`config.mk`:
```
export PLATFORM = sky130hd
export DESIGN_NAME = pos_sequencer
export DESIGN_NICKNAME = d
export VERILOG_FILES = /design/src/rtl/pos_pkg.sv /design/src/rtl/btn_debounce.sv /design/src/rtl/pos_sequencer.sv
export SDC_FILE = /design/constraint.sdc
export NUM_CORES = 1
export LEC_CHECK = 0
export BUFFER_PORTS_ARGS = -buffer_cell sky130_fd_sc_hd__buf_2
export CAP_MARGIN = 20
export CORE_UTILIZATION = 45
export CTS_CLUSTER_SIZE = 12
export DETAILED_ROUTE_END_ITERATION = 8
export GPL_TIMING_DRIVEN = 0
export PLACE_DENSITY_LB_ADDON = 0.08
export SETUP_SLACK_MARGIN = 0.5
export SLEW_MARGIN = 20
export SYNTH_ARGS = -nofsm -noshare
export SYNTH_HDL_FRONTEND = slang
export SYNTH_SLANG_ARGS = --single-unit
```
`constraint.sdc`:
```
create_clock -name clk -period 4.25 [get_ports clk]
set_input_delay 0.425 -clock clk [delete_from_list [all_inputs] [get_ports clk]]
set_output_delay 0.425 -clock clk [all_outputs]
set_load 0.005 [all_outputs]
```
`src/rtl/pos_pkg.sv`:
```
// pos_pkg: sequencer state encoding and default timing constants.
package pos_pkg;
    typedef enum logic [1:0] {IDLE, DWELL, STEP} state_t;
    localparam int DWELL_CYC_DEF  = 50000000;
    localparam int DEB_CYC_DEF    = 500000;
    localparam int PWM_PERIOD_DEF = 1000000;
    localparam int PWM_BASE_DEF   = 50000;
    localparam int PWM_STEP_DEF   = 49;
endpackage

```
`src/rtl/btn_debounce.sv`:
```
// btn_debounce: 2-flop synchronizer plus stability debouncer; rise pulses with the accepted 0->1 edge.
module btn_debounce import pos_pkg::*; #(
    parameter int DEB_CYC = DEB_CYC_DEF
) (
    input  logic clk,
    input  logic rst,
    input  logic raw,
    output logic level,
    output logic rise
);
    localparam int CW = $clog2(DEB_CYC);
    logic [1:0] sync;
    logic [CW-1:0] cnt;
    logic hit;
    assign hit = cnt == CW'(DEB_CYC - 1);
    // cnt counts consecutive samples that disagree with the accepted level
    always_ff @(posedge clk or posedge rst) begin
        if (rst) begin
            sync  <= '0;
            cnt   <= '0;
            level <= 1'b0;
            rise  <= 1'b0;
        end else begin
            sync <= {sync[0], raw};
            rise <= 1'b0;
            if (sync[1] == level) cnt <= '0;
            else if (hit) begin
                cnt   <= '0;
                level <= sync[1];
                rise  <= sync[1];
            end else cnt <= cnt + 1'b1;
        end
    end
endmodule

```
`src/rtl/pos_sequencer.sv`:
```
// pos_sequencer: auto/manual step strobe generator for the position FSM plus servo PWM driver.
module pos_sequencer import pos_pkg::*; #(
    parameter int DWELL_CYC  = DWELL_CYC_DEF,
    parameter int DEB_CYC    = DEB_CYC_DEF,
    parameter int PWM_PERIOD = PWM_PERIOD_DEF,
    parameter int PWM_BASE   = PWM_BASE_DEF,
    parameter int PWM_STEP   = PWM_STEP_DEF
) (
    input  logic       clk,
    input  logic       rst,
    input  logic       start,
    input  logic       stop,
    input  logic       btn_raw,
    input  logic [9:0] i_pos,
    output logic       change,
    output logic       pwm_out,
    output logic       busy,
    output logic [7:0] step_cnt
);
    localparam int DW = $clog2(DWELL_CYC);
    localparam int PW = $clog2(PWM_PERIOD);
    localparam logic [DW-1:0] RELOAD = DW'(DWELL_CYC - 1);
    state_t state, state_n;
    logic [DW-1:0] dwell, dwell_n;
    logic man, rise, btn_level;
    logic [PW-1:0] pcnt;
    logic [31:0] width, new_w, wsel;

    btn_debounce #(.DEB_CYC(DEB_CYC)) u_deb (
        .clk   (clk),
        .rst   (rst),
        .raw   (btn_raw),
        .level (btn_level),
        .rise  (rise)
    );

    always_comb begin
        state_n = state;
        dwell_n = dwell;
        case (state)
            IDLE: if (start && !stop) begin
                state_n = DWELL;
                dwell_n = RELOAD;
            end
            DWELL: if (stop) state_n = IDLE;
                else if (dwell == '0) state_n = STEP;
                else dwell_n = dwell - 1'b1;
            STEP: begin
                state_n = stop ? IDLE : DWELL;
                dwell_n = RELOAD;
            end
            default: state_n = IDLE;
        endcase
    end

    assign change = (state == STEP) | man;
    assign busy   = state != IDLE;

    // Manual presses only count in IDLE; edges seen while sequencing are dropped.
    always_ff @(posedge clk or posedge rst) begin
        if (rst) begin
            state    <= IDLE;
            dwell    <= '0;
            man      <= 1'b0;
            step_cnt <= '0;
        end else begin
            state    <= state_n;
            dwell    <= dwell_n;
            man      <= rise & btn_level & (state == IDLE);
            step_cnt <= step_cnt + 8'(change);
        end
    end

    // Width is sampled only at frame start so mid-frame i_pos changes cannot glitch the pulse.
    assign new_w = 32'(PWM_BASE) + 32'(i_pos) * 32'(PWM_STEP);
    assign wsel  = (pcnt == '0) ? new_w : width;

    always_ff @(posedge clk or posedge rst) begin
        if (rst) begin
            pcnt    <= '0;
            width   <= '0;
            pwm_out <= 1'b0;
        end else begin
            pcnt    <= (pcnt == PW'(PWM_PERIOD - 1)) ? '0 : pcnt + 1'b1;
            width   <= wsel;
            pwm_out <= 32'(pcnt) < wsel;
        end
    end
endmodule

```
# After elaboration in Yosys (flattened, before gate mapping)
# Index checks and enable logic that the tools add are counted.
# word_totals
ff_bits	113
inputBits	15
elab_cells	56
# op_classes
add_sub_neg	5
mul	1
order_cmp	1
eq_ne	9
muxes	15
n_bitwise	4
reduce_logical	10
# ops
operator	n
2-to-1 mux 26 bit	3
one-hot mux 26 bit (3 select lines)	1
2-to-1 mux 19 bit	2
less-than comparator 20 x 32 -> 1 bit	1
2-to-1 mux 32 bit	1
logical NOT 26 bit	1
subtractor 26 x 1 -> 26 bit (second input constant)	1
adder 20 x 1 -> 20 bit (second input constant)	1
equality test 20 bit (second input constant)	1
logical NOT 20 bit	1
2-to-1 mux 20 bit	1
adder 19 x 1 -> 19 bit (second input constant)	1
equality test 19 bit (second input constant)	1
adder 16 x 16 -> 17 bit (first input constant)	1
multiplier 10 x 6 -> 16 bit (second input constant)	1
adder 8 x 1 -> 8 bit	1
2-to-1 mux 2 bit	3
inequality test 2 bit (second input constant)	3
one-hot mux 2 bit (3 select lines)	1
AND reduction 2 bit	2
AND reduction 4 bit	1
2-to-1 mux 1 bit	3
inequality test 3 bit (second input constant)	1
nonzero test 3 bit	1
other kinds (10)	11

# Longest topological paths before layout
# Gate-level depths: netlist (run 1).
# logic_depth
word_depth	4
ltp_mapped	23

# Hierarchy
# From an unflattened synthesis (run 1), not the netlist that was laid out.
# unflattened
cells_unflattened	674
area_unflattened_um2	6666.4
# modules_own_cells
module	n_inst	cells_per_inst	area_per_inst_um2
pos_sequencer	1	566	5512.8
btn_debounce	1	108	1153.6

# Worst setup path before layout (run 1)
# OpenSTA, ideal clock, no wires.
# synth_timing
path_type	input port to flip-flop
from	in i_pos[2]
to	reg pwm_out
setup_time_ns	0.144
t_arrival_ns	4.213
slack_ns	-0.106
path_stages	19
path_cell_list	ha_1 > fa_1 > ha_1 > ha_1 > ha_1 > a31o_2 > a21o_1 > a21oi_1 > o21ai_0 > a21oi_1 > xnor2_1 > a21oi_1 > ha_1 > nand2_1 > nor3_1 > o31ai_1 > a21o_1 > a31oi_1 > o32ai_1
# synth_between
elab_chain_len	4
# synth_rtl
item	line_no	rtl
from (decl)	pos_sequencer.sv:14	input logic [9:0] i_pos,
multiplier 10 x 6 -> 16 bit	pos_sequencer.sv:75	assign new_w = 32'(PWM_BASE) + 32'(i_pos) * 32'(PWM_STEP);
adder 16 x 16 -> 17 bit	pos_sequencer.sv:75	
2-to-1 mux 32 bit	pos_sequencer.sv:76	assign wsel = (pcnt == '0) ? new_w : width;
less-than comparator 20 x 32 -> 1 bit	pos_sequencer.sv:86	pwm_out <= 32'(pcnt) < wsel;
to (signal assigned)	pos_sequencer.sv:86	
to (decl)	pos_sequencer.sv:16	output logic pwm_out,
# Every way passes these cells.
# A chain may end at the register's enable or synchronous reset.

# Worst setup path in the final report (run 1)
# Same ends and word-level chain as after synthesis.

==> results of run 1 <==
-- routing by layer --
layer | track usage | vias to the layer above
li1 | - | 2318
met1 | 0.2596 | 2245
met2 | 0.2891 | 70
met3 | 0.05545 | 18
met4 | 0.06636 | 0
met5 | 0 | -
-- worst max-delay path: stages --
cell and delay, ns:
sky130_fd_sc_hd__buf_8 0.10, sky130_fd_sc_hd__ha_4 0.26, sky130_fd_sc_hd__fa_2 0.45, sky130_fd_sc_hd__ha_4 0.18, sky130_fd_sc_hd__fa_1 0.58, sky130_fd_sc_hd__ha_4 0.24
sky130_fd_sc_hd__o21ai_4 0.17, sky130_fd_sc_hd__nor2_4 0.07, sky130_fd_sc_hd__o31ai_4 0.28, sky130_fd_sc_hd__a21oi_2 0.09, sky130_fd_sc_hd__a21oi_2 0.19, sky130_fd_sc_hd__xnor2_2 0.16
sky130_fd_sc_hd__a21oi_2 0.11, sky130_fd_sc_hd__ha_4 0.32, sky130_fd_sc_hd__nand2_4 0.05, sky130_fd_sc_hd__nor3_4 0.22, sky130_fd_sc_hd__o31ai_2 0.10, sky130_fd_sc_hd__a21o_1 0.20
sky130_fd_sc_hd__a31oi_4 0.20, sky130_fd_sc_hd__o32ai_2 0.12
-- final timing paths --
path | from | to | slack (ns) | cells past startpoint
max | i_pos[2] | pwm_out | -0.01 | 20
max reg2reg | pcnt[6] | pwm_out | 0.32 | 14
min reg2reg | u_deb.sync[0] | u_deb.sync[1] | 0.36 | 0
min | rst | u_deb.level | 0.007 | 2
max in group asynchronous | rst | pcnt[19] | 3.56 | 3
min in group clk | btn_raw | u_deb.sync[0] | 0.11 | 1
-- cells by family (layout without fill, tap and decap cells) --
family | after synthesis | count (layout) | share of synthesized area
AOI/OAI and AO/OA | 68 | 68 | 0.06702
xor gates and xnor gates | 63 | 63 | 0.08617
adders and majority gates | 74 | 74 | 0.1481
buffers and inverters | 56 | 122 | 0.03439
DFF | 113 | 113 | 0.4416
muxes | 13 | 13 | 0.02091
and+or+nand+nor | 251 | 251 | 0.2018
-- state kept, by name, summed over array words and instances (netlist names) --
name,flops
man,1
state,2
dwell,26
pwm_out,1
u_deb.sync,2
width,32
u_deb.cnt,19
pcnt,20
u_deb.rise,1
step_cnt,8
u_deb.level,1
-- power by group through the flow --
stage	registers [mW]	clock network, mW	logic, mW
2_1_floorplan	1.17	0	0.414
3_3_place_gp	1.17	0	0.509
3_5_place_dp	1.18	0	0.530
4_1_cts	1.16	1.46	0.550
5_1_grt	1.16	1.52	0.773
6_report	1.16	1.42	0.688
-- repair_timing --
action,CTS,global route
setup endpoints to repair,1,1
cloned,0,0
pin swaps,2,29
gates resized for setup,6,47
buffers inserted,1,7
-- per-stage QoR --
step / area [um2] / setup TNS (ns) / total power [mW]
detailed placement: 6873 / -0.6102 / 1.705
floorplan: 6490 / 0 / 1.583
global placement: 6840 / -50.18 / 1.681
global route: 7769 / -0.1816 / 3.455
CTS: 7501 / -0.01476 / 3.162
finish: 7769 / -0.01433 / 3.268
-- final cells by class --
cell class,count,share of cell area
Inverter,45,0.02271
Sequential cell,113,0.3640
Timing Repair Buffer,34,0.03108
Buffer,11,0.006603
Multi-Input combinational cell,469,0.4701
Clock inverter,14,0.02126
Tap cell,180,0.02899
Clock buffer,18,0.05524
-- cell usage after synthesis, types with 15 or more instances --
cell and n:
sky130_fd_sc_hd__a21oi_1 19, sky130_fd_sc_hd__xnor2_1 42, sky130_fd_sc_hd__nand2_1 48, sky130_fd_sc_hd__o21ai_0 16, sky130_fd_sc_hd__ha_1 71, sky130_fd_sc_hd__dfrtp_1 113, sky130_fd_sc_hd__nor2_1 64, sky130_fd_sc_hd__xor2_1 21
sky130_fd_sc_hd__and2_1 15, sky130_fd_sc_hd__nor3_1 16, sky130_fd_sc_hd__nand3_1 31, sky130_fd_sc_hd__inv_1 45
==> flow_results.org, run 1 <==
** Detailed routing
- Dividing the detail-routed wire length by the instance count gives 14.41 um.
- Once detail routing completed, the nets flagged for antenna violations numbered 0.
- DR iter-0 viols :: 294
- Summed over all nets, wire length on met3 after detailed routing comes to 409 um.
- Wire segments on met2 add up to 5.904 mm in the final route.
- Post-Route WL :: 12.74 mm
- Routed metal-1 wirelength :: 6.252 mm
- Number of vias in the routed layout :: 4651
- Highest routed metal layer :: met4
- Iteration count of the initial detailed-routing pass :: 4
- Number of DRC violations after detailed routing :: 0
- Dividing the detail-routed via count by the number of cells gives 5.261.

** Floorplanning
- Std-Cell Rows :: 43
- 26 I/O pins were placed.
- The floorplan step defined a die boundary enclosing 0.01471 mm2.
- Initial core utilization :: 0.4613
- Chip Width :: 121.3 um
- Die extent in y :: 121.3 um
- The floorplan step defined a core boundary enclosing 0.01388 mm2.

** Timing
- In this run the tightest slew margin relative to its limit is 0.4212.
- Worst hold slack :: 0.006981 ns
- Dividing the final minimum period by the clock period gives 1.003.
- Final clock skew :: 0.007618 ns
- Time the worst path needs with I/O delays and setup :: 4.264 ns
- Unrepaired setup endpoints after global routing :: true
- Timing would allow up to 234.5 MHz.
- Final slew viol count :: 0
- At the pin with the least slew margin, the transition time is 0.8608 ns.
- Across all setup checks in the final design, the least slack found is -0.01433 ns.
- Final count of hold timing violations :: 0
- Setup violations remaining at the end of the flow were counted as 1.

** Synthesis
- Ranking of synthesized cells by area :: sky130_fd_sc_hd__dfrtp_1 (44%), sky130_fd_sc_hd__ha_1 (14%), sky130_fd_sc_hd__xnor2_1 (5.7%), sky130_fd_sc_hd__nor2_1 (3.8%), sky130_fd_sc_hd__xor2_1 (2.9%)
- Post-synthesis sequential element count :: 113
- Synthesis handed over a netlist of 638 instances.
- EDFF count, synth :: 0
- Synthesis produced a netlist with a net count of 727.
- Of the post-synthesis cell area, the dominant cell type holds 0.4416.
- Number of library cell types mapped by synthesis :: 55
- The synthesized netlist occupies a cell area of 0.006404 mm2.
- Of the synthesized area, sequential elements account for 0.4416.
- Library cell with the largest summed area after synthesis :: sky130_fd_sc_hd__dfrtp_1
- In the synthesized netlist the async set-or-reset flop fraction comes to 1.000.
- Prevailing post-synth register cell :: sky130_fd_sc_hd__dfrtp_1
- For this run, the number of Yosys warnings is 0.
- The average instance in the mapped netlist occupies 10.04 um2.

** Power and ir drop
- For this design the total switching power over the nets is 898.3 uW.
- The share of total power dissipated in combinational logic is 0.211.
- The share of total power dissipated in sequential elements is 0.354.
- Of the total power, the share spent switching nets is 0.2749.
- Power spread over the standard cell area amounts to 420.6 mW/mm2.
- The analysis attributes to cell leakage a power of 3.607 nW.
- Clock share of power :: 0.435
- Cell internal power dissipation :: 2.369 mW
- IR analysis of the VDD net gives a maximum drop of 0.0002490 V.

** Layout
- Once layout is complete, the cells apart from fillers number 884.
- In the final layout, the share of cells above drive strength 1 is 0.1776.
- Registers take 0.002828 mm2.
- For this run, the share of the core covered by cells in the final layout is 0.5597.
- 0 antenna diodes ended up in the layout.
- Leading cell type in the layout, fill and taps excluded :: sky130_fd_sc_hd__dfrtp_1
- The filler cells instantiated in the layout total 1237.
- Commonest non-fill, non-tap cells in the layout :: sky130_fd_sc_hd__dfrtp_1 (113), sky130_fd_sc_hd__nor2_1 (63), sky130_fd_sc_hd__ha_1 (62)
- Area Overhead vs Synth :: 21.32%
- The multi-input combinational cells in the finished layout cover a total of 0.003652 mm2.
- The net count of the finished layout is 780.

** Setup path
- Critical path data required time :: 4.51 ns
- Crit start category :: input pin
- Type of the setup path with the least slack :: in2reg
- Biggest fanout along the worst timing path :: 4
- CP endpoint kind :: register
- STA puts the critical path data arrival time at 4.53 ns.

** Clocking
- The cell sitting at the root of the clock tree is a sky130_fd_sc_hd__clkbuf_16.
- Buffers inserted to repair hold after CTS numbered 0.
- Buffer levels on the longest clock path :: 2
- H-tree levels :: 4
- For this design, the sink count on the clock tree is 113.
- Clock insertion delay at the later pin of the skew report :: 0.42 ns
- Clock buffers created by TritonCTS :: 17
- Clock-pin slew reported for the worst setup and hold paths after clock tree synthesis :: 0.06 ns
- TritonCTS clock tree :: yes

** Place
- In this run, placement finished with an instance count of 844.
- In this run the tool buffered the top-level ports with 25 buffer cells.
- At the end of routability-driven placement, the weighted congestion stood at 0.8519.
- Timing analysis after detailed placement gives a worst setup slack of -0.6102 ns.
- Once detailed placement completed, the half-perimeter wirelength came to 8.973 mm.

** Global route
- The via count of the first global-routing pass was 4630.
- Across every metal layer, demand over resource in global routing totals 0.1910.
- Entering global routing, the biggest net connects 73 pins.
- First-pass GRT wire length :: 21.76 mm
- For this run the aggregate overflow at the end of global routing stands at 0.
- The initial antenna violation count is 0.

** Status
- Failing checks :: negative setup slack
- The flow ran to the end, but the final reports show violations.

** Hold path
- The tightest min-delay check is of the in2async type.

** Flow run
- Max Cap Violations :: 0
Note: power is estimated with default switching activity, not from simulation.
==> inputs of run 2 (changes only) <==
==> constraint.sdc (replaced) <==
create_clock -name clk -period 3.8 [get_ports clk]
set_input_delay 0.38 -clock clk [delete_from_list [all_inputs] [get_ports clk]]
set_output_delay 0.38 -clock clk [all_outputs]
set_load 0.005 [all_outputs]
==> flow_results.org, run 2 (synthesized netlist as in run 1, its figures left out) <==
** Power and ir drop
- In this run the static leakage power is 3.589 nW.
- Power spread over the standard cell area amounts to 471.3 mW/mm2.
- The completed layout was analyzed and its total power is 3.646 mW.
- IR analysis of the VDD net gives a maximum drop of 0.0003445 V.

** Detailed routing
- Number of DRC violations after detailed routing :: 0
- The first detailed-routing pass ran for 4 iterations.
- The detailed router placed 4622 vias in this run.
- For this block, the initial DRC count from the detailed router was 265.
- Post-Route WL :: 12.46 mm
- In the final routed layout, each cell accounts on average for 14.07 um.
- In the routed layout, each cell is associated on average with a via count of 5.223.
- The count of nets left with antenna violations once routing finished came out at 0.

** Floorplanning
- Die extent in y :: 121.3 um
- For this configuration, the core starts out at a cell density of 0.4613.
- I/O Pins :: 26
- Row generation in the floorplan step produced 43 rows.
- The die is 121.3 um wide.
- The die covers 0.01471 mm2.
- After floorplanning, the core was sized to cover 0.01388 mm2.

** Timing
- Setup-failing EPs final :: 1
- For this run, the top clock speed supported by timing is 243.5 MHz.
- Final worst setup slack :: -0.3061 ns
- Final slew viol count :: 0
- Time the worst path needs with I/O delays and setup :: 4.106 ns
- Setup repair after global routing could not meet its margin everywhere.
- Post-route setup TNS :: -0.3061 ns
- Actual transition at the worst max-transition pin :: 0.8561 ns
- Measured against its own limit, the worst slew margin works out to 0.4262.
- In the finished design, the share of the clock period the worst path needs comes to 1.081.
- The number of hold-slack violations in the final timing report came to 0.
- Final clock skew :: 0.004919 ns

** Setup path
- Critical path data required time :: 4.06 ns
- The signal on the critical path passes through buf_2, ha_4, fa_2, ha_4, fa_1, ha_4, o21ai_4, nor2_4, o31ai_4, buf_4, a21boi_2, xor2_1, mux2i_1, ha_1, nand3_2, nor3_2, o31ai_1, a21o_1, a31oi_4, o32ai_2.
- Cell with the largest stage delay on the worst path :: sky130_fd_sc_hd__fa_1
- Most used cell, CP :: sky130_fd_sc_hd__ha_4
- The worst register-to-register path begins at pcnt[12].
- The critical path starts at i_pos[2].
- Family of cells with the greatest summed delay on the critical path :: adder cells
- The number of buffers and inverters on the critical path is 2.
- Arrival time of the worst setup path :: 4.36 ns
- Crit start category :: input pin
- Biggest fanout along the worst timing path :: 4
- The worst setup path is captured at a register.
- Slowest Stage Delay on Critical Path :: 0.57 ns
- By startpoint and endpoint, the worst setup path is classified as in2reg.

** Layout
- In the layout the commonest cells are sky130_fd_sc_hd__dfrtp_1 (113), sky130_fd_sc_hd__ha_1 (64), sky130_fd_sc_hd__nor2_1 (63).
- Ranked by flip-flop count, first place goes to width.
- Registers with the most flip-flops :: width: 32 flops, dwell: 26 flops, pcnt: 20 flops
- Leaving out fill and tap cells, the most frequent cell in the layout is sky130_fd_sc_hd__dfrtp_1.
- The count of cells in the finished layout, fillers not included, comes to 885.
- Net count reported at finish :: 781
- Area Overhead vs Synth :: 20.81%
- Largest register FFs :: 32
- Fraction of final layout cells with drive strength greater than 1 :: 0.1645
- The number of antenna diodes in the final layout is 0.

** Global route
- Via count of the first global-routing pass :: 4579
- First-pass GRT wire length :: 21.73 mm
- The initial antenna violation count is 0.
- In the global route stage, overall resource usage came out at 0.1906.
- Overflow left after global routing :: 0
- Largest net degree at the start of global routing :: 32

** Clocking
- Counting every sink on the clock net gives 113.
- For the worst-skew pair, the clock arrives at the later sink with an insertion delay of 0.41 ns.
- Clock buffers created by TritonCTS :: 17
- Clock-pin slew was measured on the worst setup and hold paths at 0.05 ns.
- Number of hold buffers added after CTS :: 0
- TritonCTS clock tree :: yes
- The tree is rooted in a sky130_fd_sc_hd__clkbuf_16.
- In this run the deepest clock path goes through 2 buffers.
- The clock tree synthesis step divided the H-tree into 4 levels.

** Flow run
- Max Cap Violations :: 0

** Place
- Counting tap cells, the placed design contains a total of 846 instances.
- Prior to clock tree synthesis, the placed netlist has a worst setup slack of -1.052 ns.
- Sum of net half-perimeters after detailed placement :: 9.188 mm
- At the end of routability-driven placement, the weighted congestion stood at 0.8432.
- Port buffer count :: 25

** Status
- The run finished, with violations left.
- The checks that failed: negative setup slack.

** Hold path
- Hold crit path type :: in2async
[run 2: path summary, 6_finish.rpt]
check | end | slack [ns] | depth (start not counted)
min | u_deb.cnt[3] | 0.07 | 2
min in group clk | u_deb.sync[0] | 0.08 | 1
max in group asynchronous | width[14] | 2.92 | 4
min reg2reg | u_deb.sync[1] | 0.35 | 0
max reg2reg | pwm_out | 0.01 | 14
max | pwm_out | -0.31 | 20
[run 2: cell type report]
type	instances	area, um2
plain buffers	11	51.30
clock buffers	21	440.4
clock inverters	11	162.7
fillers	1215	6145
inverters	45	172.7
multi-input cells	469	3602
flip-flops and latches	113	2828
well taps	180	225.2
repair buffers	35	254.0
[run 2: what timing repair did]
| item | 4_1_cts | 5_1_grt |
|---|---|---|
| setup endpoints to repair | 1 | 2 |
| pin swaps | 10 | 20 |
| resized for setup | 7 | 28 |
| buffers inserted | 2 | 5 |
[run 2: report_power, final]
part           total (mW)  switching, mW  internal (mW)  leakage, nW
registers            1.29         0.0235           1.27         1.42
logic               0.735          0.395          0.339         1.88
clock network        1.62          0.528           1.09        0.287
[run 2: metal layers]
| layer | GRT usage | part of all wire |
|---|---|---|
| met3 | 0.04511 | 0.030 |
| met5 | 0 | 0 |
| met2 | 0.2887 | 0.46 |
| met1 | 0.2622 | 0.50 |
| met4 | 0.07485 | 0.016 |
[run 2: stage by stage]
stage,area (um2),util,hold WS (ns)
CTS,7571,0.5454,0.06564
finish,7736,0.5573,0.06744
detailed placement,6912,0.4979,0.3404
global route,7736,0.5573,0.06050
floorplan,6494,-,0.3312
global placement,6844,0.4931,0.3335
